**src/rtl/multicycle_control_pkg.sv**
```systemverilog
`default_nettype none
// ============================================================================
//  Module      : multicycle_control_pkg
//  Description : Shared constants for the multi-cycle MIPS sequencer:
//                opcodes, state encoding, ALUOp / ALUSrcB / PCSource codes
//                and small decode helpers.
//                Optional feature macro: MULTICYCLE_CTRL_JUMP_EN (J opcode).
//  Revision    : 1.0 - initial release
// ============================================================================
package multicycle_control_pkg;

  // Opcodes (IR[31:26])
  localparam logic [5:0] R_TYPE = 6'h00;
  localparam logic [5:0] ADDI   = 6'h08;
  localparam logic [5:0] ORI    = 6'h0d;
  localparam logic [5:0] LUI    = 6'h0f;
  localparam logic [5:0] LW     = 6'h23;
  localparam logic [5:0] SW     = 6'h2b;
  localparam logic [5:0] BEQ    = 6'h04;
  localparam logic [5:0] BNE    = 6'h05;
  localparam logic [5:0] J      = 6'h02;

  // FSM states, 4-bit encoding; FETCH is zero so a forced-zero State reads as FETCH
  typedef enum logic [3:0] {
    FETCH    = 4'd0,
    DECODE   = 4'd1,
    EXEC_R   = 4'd2,
    EXEC_I   = 4'd3,
    MEM_ADDR = 4'd4,
    MEM_RD   = 4'd5,
    MEM_WR   = 4'd6,
    WB_R     = 4'd7,
    WB_I     = 4'd8,
    WB_MEM   = 4'd9,
    BRANCH   = 4'd10
`ifdef MULTICYCLE_CTRL_JUMP_EN
    ,
    JUMP     = 4'd11
`endif
  } state_t;

  // ALUOp codes
  localparam logic [2:0] ALUOP_RTYPE = 3'b111;
  localparam logic [2:0] ALUOP_ADD   = 3'b100;
  localparam logic [2:0] ALUOP_OR    = 3'b101;
  localparam logic [2:0] ALUOP_LUI   = 3'b011;
  localparam logic [2:0] ALUOP_SUB   = 3'b001;

  // ALUSrcB codes
  localparam logic [1:0] SRCB_B      = 2'b00;
  localparam logic [1:0] SRCB_FOUR   = 2'b01;
  localparam logic [1:0] SRCB_IMM    = 2'b10;
  localparam logic [1:0] SRCB_IMM_SH = 2'b11;

  // PCSource codes
  localparam logic [1:0] PCSRC_ALU    = 2'b00;
  localparam logic [1:0] PCSRC_ALUOUT = 2'b01;
  localparam logic [1:0] PCSRC_JUMP   = 2'b10;

  // State that follows DECODE for a given opcode; FETCH marks an unsupported opcode
  function automatic state_t decode_next(input logic [5:0] op);
    state_t s;
    s = FETCH;
    case (op)
      R_TYPE:             s = EXEC_R;
      ADDI, ORI, LUI:     s = EXEC_I;
      LW, SW:             s = MEM_ADDR;
      BEQ, BNE:           s = BRANCH;
`ifdef MULTICYCLE_CTRL_JUMP_EN
      J:                  s = JUMP;
`endif
      default:            s = FETCH;
    endcase
    return s;
  endfunction

  // ALU operation for the immediate-arithmetic group
  function automatic logic [2:0] itype_aluop(input logic [5:0] op);
    logic [2:0] a;
    a = ALUOP_ADD;
    if (op == ORI)      a = ALUOP_OR;
    else if (op == LUI) a = ALUOP_LUI;
    return a;
  endfunction

endpackage
`default_nettype wire

```
**src/rtl/multicycle_control_outdec.sv**
```systemverilog
`default_nettype none
// ============================================================================
//  Module      : multicycle_control_outdec
//  Description : Combinational output decoder: state + opcode -> raw control
//                strobes. Strobes that depend on MemReady/Zero are emitted as
//                separate enables and gated in the parent.
//                Optional feature macro: MULTICYCLE_CTRL_JUMP_EN.
//  Revision    : 1.0 - initial release
// ============================================================================
module multicycle_control_outdec
  import multicycle_control_pkg::*;
(
  input  logic [3:0] i_state,
  input  logic [5:0] i_op,
  output logic       o_pcw_fetch,
  output logic       o_pcw_jump,
  output logic       o_br_eq,
  output logic       o_br_ne,
  output logic       o_irw_fetch,
  output logic       o_iord,
  output logic       o_mem_read,
  output logic       o_mem_write,
  output logic       o_mem_to_reg,
  output logic       o_reg_dst,
  output logic       o_reg_write,
  output logic       o_alu_src_a,
  output logic [1:0] o_alu_src_b,
  output logic [2:0] o_alu_op,
  output logic [1:0] o_pc_source,
  output logic       o_illegal
);

  // Per-state control decode; everything defaults to inactive
  always_comb begin
    o_pcw_fetch  = 1'b0;
    o_pcw_jump   = 1'b0;
    o_br_eq      = 1'b0;
    o_br_ne      = 1'b0;
    o_irw_fetch  = 1'b0;
    o_iord       = 1'b0;
    o_mem_read   = 1'b0;
    o_mem_write  = 1'b0;
    o_mem_to_reg = 1'b0;
    o_reg_dst    = 1'b0;
    o_reg_write  = 1'b0;
    o_alu_src_a  = 1'b0;
    o_alu_src_b  = SRCB_B;
    o_alu_op     = 3'b000;
    o_pc_source  = PCSRC_ALU;
    o_illegal    = 1'b0;
    case (i_state)
      FETCH: begin
        o_mem_read  = 1'b1;
        o_alu_src_b = SRCB_FOUR;
        o_alu_op    = ALUOP_ADD;
        o_pcw_fetch = 1'b1;
        o_irw_fetch = 1'b1;
      end
      DECODE: begin
        // Branch target precomputed into ALUOut
        o_alu_src_b = SRCB_IMM_SH;
        o_alu_op    = ALUOP_ADD;
        o_illegal   = (decode_next(i_op) == FETCH);
      end
      EXEC_R: begin
        o_alu_src_a = 1'b1;
        o_alu_src_b = SRCB_B;
        o_alu_op    = ALUOP_RTYPE;
      end
      WB_R: begin
        o_reg_dst   = 1'b1;
        o_reg_write = 1'b1;
      end
      EXEC_I: begin
        o_alu_src_a = 1'b1;
        o_alu_src_b = SRCB_IMM;
        o_alu_op    = itype_aluop(i_op);
      end
      WB_I: begin
        o_reg_write = 1'b1;
        o_alu_op    = itype_aluop(i_op);
      end
      MEM_ADDR: begin
        o_alu_src_a = 1'b1;
        o_alu_src_b = SRCB_IMM;
        o_alu_op    = ALUOP_ADD;
      end
      MEM_RD: begin
        o_mem_read = 1'b1;
        o_iord     = 1'b1;
      end
      WB_MEM: begin
        o_mem_to_reg = 1'b1;
        o_reg_write  = 1'b1;
      end
      MEM_WR: begin
        o_mem_write = 1'b1;
        o_iord      = 1'b1;
      end
      BRANCH: begin
        o_alu_src_a = 1'b1;
        o_alu_src_b = SRCB_B;
        o_alu_op    = ALUOP_SUB;
        o_pc_source = PCSRC_ALUOUT;
        o_br_eq     = (i_op == BEQ);
        o_br_ne     = (i_op == BNE);
      end
`ifdef MULTICYCLE_CTRL_JUMP_EN
      JUMP: begin
        o_pc_source = PCSRC_JUMP;
        o_pcw_jump  = 1'b1;
      end
`endif
      default: begin
      end
    endcase
  end

endmodule
`default_nettype wire

```
**src/rtl/multicycle_control.sv**
```systemverilog
`default_nettype none
// ============================================================================
//  Module      : multicycle_control
//  Description : Multi-cycle MIPS sequencer. Holds the state register, the
//                latched opcode, next-state logic, MemReady/Zero gating of the
//                PC/IR strobes and forcing of all outputs during reset.
//                Optional feature macro: MULTICYCLE_CTRL_JUMP_EN (J support).
//  Revision    : 1.0 - initial release
// ============================================================================
module multicycle_control
  import multicycle_control_pkg::*;
(
  input  logic       clk,
  input  logic       reset,
  input  logic [5:0] OP,
  input  logic       Zero,
  input  logic       MemReady,
  output logic       PCWrite,
  output logic       IorD,
  output logic       IRWrite,
  output logic       MemRead,
  output logic       MemWrite,
  output logic       MemtoReg,
  output logic       RegDst,
  output logic       RegWrite,
  output logic       ALUSrcA,
  output logic [1:0] ALUSrcB,
  output logic [2:0] ALUOp,
  output logic [1:0] PCSource,
  output logic       IllegalOp,
  output logic [3:0] State
);

  state_t     r_state;
  state_t     w_next;
  logic [5:0] r_op;
  logic [5:0] w_op;

  logic       w_pcw_fetch, w_pcw_jump, w_br_eq, w_br_ne, w_irw_fetch;
  logic       w_iord, w_mem_read, w_mem_write, w_mem_to_reg;
  logic       w_reg_dst, w_reg_write, w_alu_src_a, w_illegal;
  logic [1:0] w_alu_src_b, w_pc_source;
  logic [2:0] w_alu_op;
  logic       w_pcw;

  // OP is only trusted in DECODE; later states use the copy captured there
  assign w_op = (r_state == DECODE) ? OP : r_op;

  // State register and opcode latch, synchronous active-low reset
  always_ff @(posedge clk) begin
    if (!reset) begin
      r_state <= FETCH;
      r_op    <= 6'h00;
    end else begin
      r_state <= w_next;
      if (r_state == DECODE) r_op <= OP;
    end
  end

  // Next-state logic; memory states wait for MemReady
  always_comb begin
    w_next = r_state;
    case (r_state)
      FETCH:    w_next = MemReady ? DECODE : FETCH;
      DECODE:   w_next = decode_next(OP);
      EXEC_R:   w_next = WB_R;
      WB_R:     w_next = FETCH;
      EXEC_I:   w_next = WB_I;
      WB_I:     w_next = FETCH;
      MEM_ADDR: w_next = (r_op == LW) ? MEM_RD : MEM_WR;
      MEM_RD:   w_next = MemReady ? WB_MEM : MEM_RD;
      WB_MEM:   w_next = FETCH;
      MEM_WR:   w_next = MemReady ? FETCH : MEM_WR;
      BRANCH:   w_next = FETCH;
`ifdef MULTICYCLE_CTRL_JUMP_EN
      JUMP:     w_next = FETCH;
`endif
      default:  w_next = FETCH;
    endcase
  end

  multicycle_control_outdec u_outdec (
    .i_state      (r_state),
    .i_op         (w_op),
    .o_pcw_fetch  (w_pcw_fetch),
    .o_pcw_jump   (w_pcw_jump),
    .o_br_eq      (w_br_eq),
    .o_br_ne      (w_br_ne),
    .o_irw_fetch  (w_irw_fetch),
    .o_iord       (w_iord),
    .o_mem_read   (w_mem_read),
    .o_mem_write  (w_mem_write),
    .o_mem_to_reg (w_mem_to_reg),
    .o_reg_dst    (w_reg_dst),
    .o_reg_write  (w_reg_write),
    .o_alu_src_a  (w_alu_src_a),
    .o_alu_src_b  (w_alu_src_b),
    .o_alu_op     (w_alu_op),
    .o_pc_source  (w_pc_source),
    .o_illegal    (w_illegal)
  );

  // Mealy PC write: fetch completes on MemReady, branch resolves on Zero
  assign w_pcw = (w_pcw_fetch & MemReady) | (w_br_eq & Zero) |
                 (w_br_ne & ~Zero) | w_pcw_jump;

  // Every output is held at zero while reset is low, cancelling in-flight writes
  assign PCWrite   = reset & w_pcw;
  assign IRWrite   = reset & w_irw_fetch & MemReady;
  assign IorD      = reset & w_iord;
  assign MemRead   = reset & w_mem_read;
  assign MemWrite  = reset & w_mem_write;
  assign MemtoReg  = reset & w_mem_to_reg;
  assign RegDst    = reset & w_reg_dst;
  assign RegWrite  = reset & w_reg_write;
  assign ALUSrcA   = reset & w_alu_src_a;
  assign ALUSrcB   = reset ? w_alu_src_b : 2'b00;
  assign ALUOp     = reset ? w_alu_op    : 3'b000;
  assign PCSource  = reset ? w_pc_source : 2'b00;
  assign IllegalOp = reset & w_illegal;
  assign State     = reset ? r_state     : 4'd0;

endmodule
`default_nettype wire

```
**config.mk**
```make
export PLATFORM = sky130hd
export DESIGN_NAME = multicycle_control
export DESIGN_NICKNAME = d
export VERILOG_FILES = /design/src/rtl/multicycle_control_pkg.sv /design/src/rtl/multicycle_control_outdec.sv /design/src/rtl/multicycle_control.sv
export SDC_FILE = /design/constraint.sdc
export NUM_CORES = 1
export LEC_CHECK = 0
export BUFFER_PORTS_ARGS = -buffer_cell sky130_fd_sc_hd__buf_2
export CAP_MARGIN = 40
export CORE_ASPECT_RATIO = 1.2
export CORE_MARGIN = 2
export CORE_UTILIZATION = 54
export DETAILED_ROUTE_END_ITERATION = 10
export HOLD_SLACK_MARGIN = 0.06
export PLACE_DENSITY_LB_ADDON = 0.3
export SETUP_SLACK_MARGIN = 0.2
export SYNTH_ARGS = -nofsm -noshare
export SYNTH_HDL_FRONTEND = slang
export SYNTH_SLANG_ARGS = --single-unit
```
**constraint.sdc**
```tcl
create_clock -name clk -period 4.2 [get_ports clk]
set_input_delay 0.84 -clock clk [delete_from_list [all_inputs] [get_ports clk]]
set_output_delay 0.84 -clock clk [all_outputs]
set_load 0.02 [all_outputs]
```
# Yosys cells after proc, flatten, opt, wreduce, memory -nomap -nowiden
# Cells that the tools add are included.
dict set report totals {
  regBits 10
  elab_cells 90
}
dict set report op_classes {
  eq_ne 25
  mux 29
  reduce_logical 17
  bitwise_logic 17
}
# op count
set op_table {}
lappend op_table {{$eq 6x4->1 const B} 6}
lappend op_table {{$pmux 4 s4} 2}
lappend op_table {{$eq 6x6->1 const B} 5}
lappend op_table {{$pmux 4 s7} 1}
lappend op_table {{$eq 6x3->1 const B} 4}
lappend op_table {{$eq 4x3->1 const B} 4}
lappend op_table {{$reduce_or 2->1} 8}
lappend op_table {{$and 1x1->1} 14}
lappend op_table {{$mux 1} 13}
lappend op_table {{$eq 4x4->1 const B} 3}
lappend op_table {{$logic_not 6->1} 2}
lappend op_table {{$mux 3} 4}
lappend op_table {{$mux 4} 3}
lappend op_table {{$pmux 3 s4} 1}
lappend op_table {{$reduce_or 3->1} 4}
lappend op_table {{$eq 4x2->1 const B} 2}
lappend op_table {{$logic_not 4->1} 2}
lappend op_table {{$mux 2} 3}
lappend op_table {{$mux 6} 1}
lappend op_table {{$pmux 2 s3} 1}
lappend op_table {{$eq 4x1->1 const B} 1}
lappend op_table {{$reduce_or 4->1} 1}
lappend op_table {{$or 1x1->1} 2}
lappend op_table {{$not 1->1} 1}

# Depth between registers and ports, before layout
dict set report logic_depth {
  depth_word 9
  mapped_depth 6
}

# Hierarchy
# From an unflattened synthesis, not the netlist that was laid out.
dict set report hier_totals {
  cells_unflattened 144
  hier_area_um2 1097.3
}
# mod area_each_um2 n_inst cells_per_inst
set by_module_without_submodules {}
lappend by_module_without_submodules {multicycle_control 757.0 1 91}
lappend by_module_without_submodules {multicycle_control_outdec 340.3 1 53}

# Worst setup path after synthesis
# OpenSTA, ideal clock, no wires.
dict set report synth_path {
  path_kind {input to output}
  startpoint {in reset}
  endpoint {out PCWrite}
  n_path_buf 1
  slack_ns 1.227
  required_ns 3.360
  cell_stages 5
  t_arrival_ns 2.133
  path_cell_list {nand2b_1 > clkbuf_1 > nor3_1 > and2_1 > a41o_1}
}
dict set report synth_between {
  elab_chain_cells 1
}
# element line_no
set synth_rtl {}
lappend synth_rtl {{start, declared} multicycle_control.sv:14} ;# input logic reset,
lappend synth_rtl {{$and 1x1->1} multicycle_control.sv:108} ;# assign PCWrite = reset & w_pcw;
lappend synth_rtl {{end, declared} multicycle_control.sv:18} ;# output logic PCWrite,
# Every way passes these cells.

# Worst setup path after layout
dict set report layout_path {
  startpoint {reg r_state[0]}
  endpoint {out PCWrite}
}
dict set report layout_between {
  elab_chain_cells 8
  elab_cells_between_ends 15
  cone_classes {4 x eq/ne; 4 x mux; 6 x bitwise; 1 x reduce/logical}
}
# element line_no
set layout_rtl {}
lappend layout_rtl {{start, declared} multicycle_control.sv:34} ;# state_t r_state;
lappend layout_rtl {{start signal, assigned} multicycle_control.sv:55} ;# r_state <= w_next;
lappend layout_rtl {{$eq 4x1->1} multicycle_control.sv:47} ;# assign w_op = (r_state == DECODE) ? OP : r_op;
lappend layout_rtl {{$mux 6} -}
lappend layout_rtl {{$eq 6x3->1} multicycle_control_outdec.sv:105} ;# o_br_eq = (i_op == BEQ);
lappend layout_rtl {{$mux 1} multicycle_control_outdec.sv:51} ;# case (i_state)
lappend layout_rtl {{$and 1x1->1} multicycle_control.sv:104} ;# assign w_pcw = (w_pcw_fetch & MemReady) | (w_br_eq & Zero) |
lappend layout_rtl {{$or 1x1->1} multicycle_control.sv:104}
lappend layout_rtl {{$or 1x1->1 (*)} multicycle_control.sv:104}
lappend layout_rtl {{$and 1x1->1 (*)} multicycle_control.sv:108}
# Every way passes the cells marked *; elsewhere a longest branch is shown, timed or not.

==> flow_summary.json <==
{
  "synth_top_area_share_pct": 20.2,
  "port_buffers": 29,
  "synth_mux_area_share_pct": 5.05,
  "p_leak_nw": 0.465,
  "drtPass1Iterations": 5,
  "hold_path_depth": 2,
  "grt_max_degree": 24,
  "cts_tree": "yes",
  "route.detailed.drc": 0,
  "grt_use_met1_pct": 29.9,
  "cp.depth": 5,
  "grt-busiest-layer": "met2",
  "r2r_slack_ns": 2.31,
  "finalNetCount": 171,
  "drv_cap": 0,
  "clk-insertion-delay-late_ns": 0.28,
  "grt_antenna_before_repair": 0,
  "grt_use_met3_pct": 3.18,
  "cts_hold_buf": 0,
  "cp_num_buf_inv": 1,
  "ys_types": 48,
  "pwr_density_cell_nw_per_um2": 313,
  "grt_pass1_wl_mm": 3.97,
  "rsz0062_at_grt": "false",
  "critPathKind": "reg -> out",
  "worst_slack_ns": 0.870,
  "ys_ff_latch": 10,
  "die_area_um2": 2200,
  "hold_class": "reg -> reg",
  "hpwl_mm": 1.78,
  "gp_congestion": 0.825,
  "drtAntennaViolNets": 0,
  "synth_ff_type": "dfxtp_1",
  "required_ns": 3.36,
  "cp_max_fo": 17,
  "synth_top_family_by_area": "simple AND/OR/NAND/NOR gates",
  "tns_ns": 0,
  "grt_pass1_vias": 887,
  "antennaDiodeCount": 0,
  "rr_worst_depth": 3,
  "post-route-period-util_pct": 79.3,
  "drive_gt1_share_pct": 23.8,
  "final_cells": 178,
  "final_max_slew_viol_count": 0,
  "cts_sinks": 10,
  "critPathMaxStageDelay_ns": 0.68,
  "cp_slowest_cell": "dfxtp_1",
  "clockBufferDepth": 2,
  "synth-edff-count": 0,
  "final_common_cell": "buf_2",
  "async_flop_share_pct": 0,
  "cts-htree-levels": 1,
  "cp-start-kind": "flop",
  "period_minus_slack_ns": 3.33,
  "rows": 16,
  "final_cell_mix": "29 x buf_2, 19 x nand2_1, 12 x nor2_1, 10 x dfxtp_1, 9 x nor3_1",
  "postCtsSetupRepairBufs": 0,
  "synth_xor_area_share_pct": 0.884,
  "synth_seq_area_share_pct": 20.2,
  "clockRootBuffer": "clkbuf_4",
  "synth_compound_gate_area_share_pct": 19.9,
  "syn_to_final_growth_pct": 14.4,
  "dpl_worst_slack_ns": 1.08,
  "die_y_um": 50.9,
  "vias": 1063,
  "dp_cells": 174,
  "vias_per_cell": 5.97,
  "io_pins": 31,
  "nFillCells": 160,
  "synthSimpleGateAreaFrac_pct": 45.8,
  "fmax_mhz": 300,
  "overflow": 0,
  "setup_viol_count_final": 0,
  "numCtsBuffers": 3,
  "synthCells": 138,
  "core-area_um2": 1680,
  "die_x_um": 43.1,
  "grt_use_met2_pct": 39.1,
  "crit_family": "flip-flops",
  "syn_avg_cell_area_um2": 7.18,
  "status": "finished clean",
  "slew_headroom_pct": 50.3,
  "hold_ws_ns": 0.510,
  "wl_per_cell_um": 13.8,
  "hold_viol": 0,
  "yosys-top-cells-area": "dfxtp_1 20%, nand2_1 7.2%, mux2i_1 5.1%, nor3_1 4.5%, nor2_1 4.5%",
  "synthAdderAreaFrac_pct": 0,
  "start_util_pct": 58.9,
  "syn_nets": 148,
  "endpoint_kind": "primary output",
  "yosysTopAreaCell": "dfxtp_1",
  "wl_mm": 2.45,
  "drt_iter0_drc": 30,
  "track_usage_pct": 23.5,
  "path_clk_slew_ns": 0.06,
  "arrival_ns": 2.49,
  "peakVddDrop_uv": 206,
  "worst_pin_slew_ns": 0.745,
  "synth_area_um2": 991,
  "skew_ns": 0.00220,
  "cts_resized": 0,
  "crit_path_cell_trace": "nor4b_4 > mux2i_1 > xnor2_1 > a41o_1 > buf_2",
  "ys_warn_count": 0
}
-- synthesized netlist by cell type (all sizes together), types with 2 or more instances --
cell type  number
a21oi           4
nand2          19
inv             4
and2            7
buf             5
nand3           4
nor2b           7
nor4b           2
nor4            3
clkbuf          6
nor2           12
o21ai           4
mux2i           5
dfxtp          10
nor3            9
nand2b          6
a211oi          2
o22ai           2
a21boi          3
-- through the flow --
step                power (mW)  utilization (%)  cell area [um2]
floorplan                0.235                -              991
global placement         0.262             65.3             1100
finish                   0.355             67.4             1130
CTS                      0.353             67.4             1130
detailed placement       0.265             65.3             1100
global route             0.378             67.4             1130
-- per-layer routing --
metal	part of all wire [%]	wire length (um)	vias up
met4	2.1	51	0
li1	-	-	535
met5	0	0	-
met2	48	1180	36
met1	43	1060	487
met3	6.4	158	5
-- worst min-delay path, cell delays in order (launching register included) --
cell and delay, ns:
dfxtp_1 0.34, nand2_1 0.06, a21boi_0 0.07
-- sequential cells by signal (all words and copies together) (netlist names) --
| name | flops |
|---|---|
| r_op | 6 |
| r_state | 4 |
-- report_power, final --
| part | switching, mW | internal [mW] | total, mW |
|---|---|---|---|
| Combinational | 0.0781 | 0.0564 | 0.135 |
| Sequential | 0.0260 | 0.105 | 0.131 |
| Clock | 0.0372 | 0.0529 | 0.0901 |
-- worst paths after layout --
path | from | to
setup / recovery | r_state[0]$_SDFF_PN0_ | PCWrite
hold / removal | r_op[2]$_SDFF_PN0_ | r_op[2]$_SDFF_PN0_
setup reg to reg | r_state[0]$_SDFF_PN0_ | r_op[0]$_SDFF_PN0_
hold reg to reg | r_op[2]$_SDFF_PN0_ | r_op[2]$_SDFF_PN0_
-- layout make-up --
type	instances	area [um2]	area share (%)
multi-input combinational	113	714	63.0
inverter	4	15.0	1.32
tap	18	22.5	1.99
clock buffer	4	36.3	3.20
sequential	10	200	17.7
timing repair buffer	29	145	12.8
-- logic make-up after synthesis --
group | Yosys count
buffers and inverters | 15
AO/OA/AOI/OAI | 28
flip-flops | 10
other | 1
AND/OR/NAND/NOR | 78
XOR/XNOR | 1
multiplexers | 5
(Power assumes the default switching activity.)
